--- src/rtl/alu_cmd_sequencer.sv ---
// Registered command front-end for a combinational 4-bit ALU:
// command handshake, one-cycle execute, show-ahead result FIFO.
module alu_cmd_sequencer #(
    parameter int DEPTH = 4,
    parameter int CNT_W = 16
) (
    input  logic             i_clk,
    input  logic             i_rst,
    input  logic             i_cmd_valid,
    output logic             o_cmd_ready,
    input  logic [3:0]       i_cmd_op1,
    input  logic [3:0]       i_cmd_op2,
    input  logic [2:0]       i_cmd_ctrl,
    output logic [3:0]       o_alu_op1,
    output logic [3:0]       o_alu_op2,
    output logic [2:0]       o_alu_ctrl,
    input  logic [7:0]       i_alu_dat,
    output logic             o_res_valid,
    input  logic             i_res_ready,
    output logic [7:0]       o_res_dat,
    output logic             o_res_ill,
    output logic             o_busy,
    output logic [CNT_W-1:0] o_op_cnt
);

    localparam int AW = $clog2(DEPTH);

    typedef enum logic {
        IDLE,
        EXEC
    } state_t;

    state_t        state;
    logic          ill_q;
    logic [8:0]    mem [DEPTH];
    logic [AW-1:0] wr_ptr;
    logic [AW-1:0] rd_ptr;
    logic [AW:0]   count;

    logic accept;
    logic push;
    logic pop;
    logic not_empty;

    assign not_empty   = (count != '0);
    assign o_cmd_ready = (state == IDLE) && (count < (AW+1)'(DEPTH));
    assign accept      = i_cmd_valid && o_cmd_ready;
    assign push        = (state == EXEC);
    assign pop         = not_empty && i_res_ready;

    assign o_res_valid = not_empty;
    assign o_res_dat   = not_empty ? mem[rd_ptr][7:0] : 8'h00;
    assign o_res_ill   = not_empty ? mem[rd_ptr][8] : 1'b0;
    assign o_busy      = (state == EXEC) || not_empty;

    always_ff @(posedge i_clk) begin
        if (i_rst) begin
            state      <= IDLE;
            ill_q      <= 1'b0;
            o_alu_op1  <= '0;
            o_alu_op2  <= '0;
            o_alu_ctrl <= '0;
            o_op_cnt   <= '0;
        end else begin
            unique case (state)
                IDLE: begin
                    if (accept) begin
                        o_alu_op1  <= i_cmd_op1;
                        o_alu_op2  <= i_cmd_op2;
                        o_alu_ctrl <= i_cmd_ctrl;
                        ill_q      <= (i_cmd_ctrl > 3'd4);
                        state      <= EXEC;
                    end
                end
                EXEC: begin
                    o_op_cnt <= o_op_cnt + CNT_W'(1);
                    state    <= IDLE;
                end
                default: state <= IDLE;
            endcase
        end
    end

    // Storage needs no reset; validity is tracked by count alone.
    always_ff @(posedge i_clk) begin
        if (!i_rst && push) begin
            mem[wr_ptr] <= {ill_q, i_alu_dat};
        end
    end

    always_ff @(posedge i_clk) begin
        if (i_rst) begin
            wr_ptr <= '0;
            rd_ptr <= '0;
            count  <= '0;
        end else begin
            if (push) begin
                wr_ptr <= wr_ptr + AW'(1);
            end
            if (pop) begin
                rd_ptr <= rd_ptr + AW'(1);
            end
            unique case ({push, pop})
                2'b10:   count <= count + (AW+1)'(1);
                2'b01:   count <= count - (AW+1)'(1);
                default: count <= count;
            endcase
        end
    end

endmodule

--- config.mk ---
export PLATFORM = sky130hd
export DESIGN_NAME = alu_cmd_sequencer
export DESIGN_NICKNAME = d
export VERILOG_FILES = /design/src/rtl/alu_cmd_sequencer.sv
export SDC_FILE = /design/constraint.sdc
export NUM_CORES = 1
export LEC_CHECK = 0
export CAP_MARGIN = 15
export CORE_AREA = 2 2 78 80
export DETAILED_ROUTE_END_ITERATION = 10
export DIE_AREA = 0 0 80 82
export GPL_TIMING_DRIVEN = 0
export PLACE_DENSITY_LB_ADDON = 0.05
export SYNTH_ARGS = -nofsm -noshare
export SYNTH_HDL_FRONTEND = slang
export SYNTH_SLANG_ARGS = --single-unit
--- constraint.sdc ---
create_clock -name i_clk -period 3.6 [get_ports i_clk]
set_clock_uncertainty 0.15 [all_clocks]
set_input_delay 0.36 -clock i_clk [delete_from_list [all_inputs] [get_ports i_clk]]
set_output_delay 0.36 -clock i_clk [all_outputs]
set_load 0.005 [all_outputs]
==> results.py <==
metrics = {
    "final_layout": {
        "num_antenna_cells": 0,
        "fillers": 456,
        "regArea_mm2": 0.00184,
        "fin_util_pct": 69.2,
        "layout-drive-gt1-share_pct": 11.9,
        "multi_input_area_mm2": 0.00112,
        "final_cell_area_mm2": 0.00398,
        "nets": 352,
        "instances_no_fill": 402,
        "syn_to_final_growth_pct": 30.9,
    },
    "timing": {
        "hold_slack_ps": 309,
        "tightestPinTransition_ps": 515,
        "relSlewSlack_pct": 65.7,
        "period_share_pct": 71.5,
        "min_period_ps": 2580,
        "setup_slack_ps": 1020,
        "setup_violations": 0,
        "hold_viol": 0,
        "fin_setup_tns_ps": 0,
        "max_freq_mhz": 388,
        "maxSlewViolCount": 0,
        "rsz0062_at_grt": "no",
    },
    "critical_path": {
        "path_cells": "buf_2 > mux4_2 > nor2b_1 > clkdlybuf4s50_1",
        "required_ps": 3090,
        "r2r_setup_slack_ps": 1460,
        "ff2ff_path_depth": 8,
        "critPathCaptureType": "output pin",
        "startpoint_type": "flop",
        "r2r-end": "count[2]$_SDFFE_PP0P_",
        "rr_startpoint": "count[2]$_SDFFE_PP0P_",
        "slowest_delay_ps": 550,
        "crit_arrival_ps": 2070,
        "critical_path.slowest_cell": "mux4_2",
        "path_class": "flop to output pin",
        "path_max_fanout": 9,
    },
    "drt": {
        "wl_met3_um": 291,
        "first_pass_iters": 4,
        "initialDrtViolationCount": 70,
        "wire_per_inst_um": 14.6,
        "met1_length_mm": 2.70,
        "top_layer": "met4",
        "drt-total-wl_mm": 5.87,
        "num_vias": 2085,
        "drt-vias-per-instance": 5.19,
        "met2_length_mm": 2.80,
        "final_antenna_net_count": 0,
        "remaining_drc_errors": 0,
    },
    "flow_run": {
        "cap_violations": 0,
    },
    "clocking": {
        "insertion_delay_ps": 340,
        "cts_hold_buffers": 0,
        "cts-resized-gates": 0,
        "ctsLongestPathBuffers": 2,
        "cts_num_sinks": 74,
        "clkSlewWorstSetupHoldPaths_ps": 80,
        "cts-buffers-inserted": 9,
        "htree_levels": 3,
        "clockRootBuffer": "clkbuf_8",
        "cts_tree": "done",
        "post-cts-setup-buffers": 0,
    },
    "place": {
        "routabilityCongestion": 0.728,
        "detailed_place_hpwl_mm": 4.00,
        "io_buffers": 61,
        "dpl_cell_area_mm2": 0.00375,
        "place_ws_ps": 1160,
        "placedCellCount": 386,
    },
    "synth": {
        "synth_area_leaders": "edfxtp_1, dfxtp_1, mux4_2",
        "synth.yosys.warnings": 0,
        "synthDistinctLibCells": 35,
        "postSynthCellCount": 249,
        "yosysSeqAreaShare_pct": 60.7,
        "synth_area_leader_cell": "edfxtp_1",
        "avgSynthCellArea_um2": 12.2,
        "async_reset_ff_share_pct": 0,
        "synth_fp_nets": 279,
        "synth_top_area_share_pct": 35.6,
        "netlist_area_mm2": 0.00304,
        "ys_ff_latch": 74,
        "synth_most_common_cell": "dfxtp_1",
        "synth_commonest_cells": "dfxtp_1, edfxtp_1, nand2_1, nor2_1, a21oi_1",
        "synth_ff_type": "dfxtp_1",
        "synth_edf_count": 36,
    },
    "global_route": {
        "grt_pass1_wl_mm": 9.28,
        "grt_pass1_vias": 1959,
        "grt_usage_pct": 18.9,
        "overflow": 0,
        "antenna_found_initial": 0,
        "grt_max_degree": 14,
    },
    "pwr": {
        "p_leak_nw": 1.39,
        "power_mw": 2.23,
        "vdd_drop_max_mv": 0.273,
        "p_per_area_mw_per_mm2": 561,
    },
    "hold_path": {
        "hold_path_startpoint": "o_alu_ctrl[1]$_SDFFE_PP0P_",
        "hold_class": "flop to flop",
        "worstHoldPathCells": 2,
        "min_to": "o_alu_ctrl[1]$_SDFFE_PP0P_",
    },
    "die": {
        "die_y_um": 82,
        "core_area_mm2": 0.00575,
        "core.rowCount": 28,
        "io_pins": 62,
        "die_w_um": 80,
        "initial_core_util_pct": 52.9,
        "die_area_mm2": 0.00656,
    },
    "outcome": {
        "outcome": "complete, no violations",
    },
}
==> worst max-delay path, delay by kind of cell, from the launching register on <==
family,cells,cell delay [ps]
flip-flops,1,300
AND/OR/NAND/NOR,1,140
buffers and inverters,2,730
multiplexers,1,550
==> cell usage in the layout (no fill, tap or decap), drive strengths merged, types with 9 or more instances in the layout <==
cell type,instances
nand2,28
dfxtp,38
inv,11
edfxtp,36
mux4,9
clkbuf,15
a21oi,19
nor2b,15
nor2,22
clkdlybuf4s50,61
==> area by class of cell <==
cell class | instances | share of cell area, %
timing repair buffer | 62 | 15.5
clock buffer | 11 | 4.37
clock inverter | 5 | 1.42
multi-input combinational | 156 | 28.2
tap | 75 | 2.36
buffer | 9 | 0.944
inverter | 10 | 0.944
sequential | 74 | 46.3
==> worst max path at each step <==
stage / from / to / slack [ps] / depth (start not counted)
global placement: count[2]$_SDFFE_PP0P_ / o_res_dat[1] / 1080 / 3
global route: flop / o_res_dat[6] / 910 / 4
CTS: flop / o_res_dat[0] / 980 / 4
finish: flop / o_res_dat[0] / 1020 / 4
detailed placement: i_rst / mem[1][7]$_DFFE_PP_ / 1160 / 4
floorplan: push$_SDFF_PP0_ / count[2]$_SDFFE_PP0P_ / 1660 / 8
==> report_power, final <==
group / switching (mW) / internal (mW)
combinational: 0.227 / 0.312
sequential: 0.0430 / 0.932
clock: 0.312 / 0.404
==> cell families after synthesis <==
logic type      count (synthesis)  share of synthesized area [%]
compound gates                 28                           5.15
simple gates                   95                           16.4
mux                            17                           9.56
fa+ha+maj                       7                           3.13
buf+inv                        19                           2.47
flops                          74                           60.7
xor+xnor                        9                           2.60
==> flip-flops by register name (all words and copies together), names as in the netlist, named ones only <==
| name | flops |
|---|---|
| count | 3 |
| ill_q | 1 |
| mem | 36 |
| o_alu_ctrl | 3 |
| o_alu_op1 | 4 |
| o_alu_op2 | 4 |
| o_op_cnt | 16 |
| push | 1 |
| rd_ptr | 2 |
| wr_ptr | 2 |
==> per-layer routing <==
metal  track usage, %  vias to the layer above
met5                0                        -
met4             8.14                        0
met3             4.51                        8
met2             30.5                       45
met1             24.5                      993
li1                 -                     1039
No activity file was read; power rests on OpenSTA's default activity.
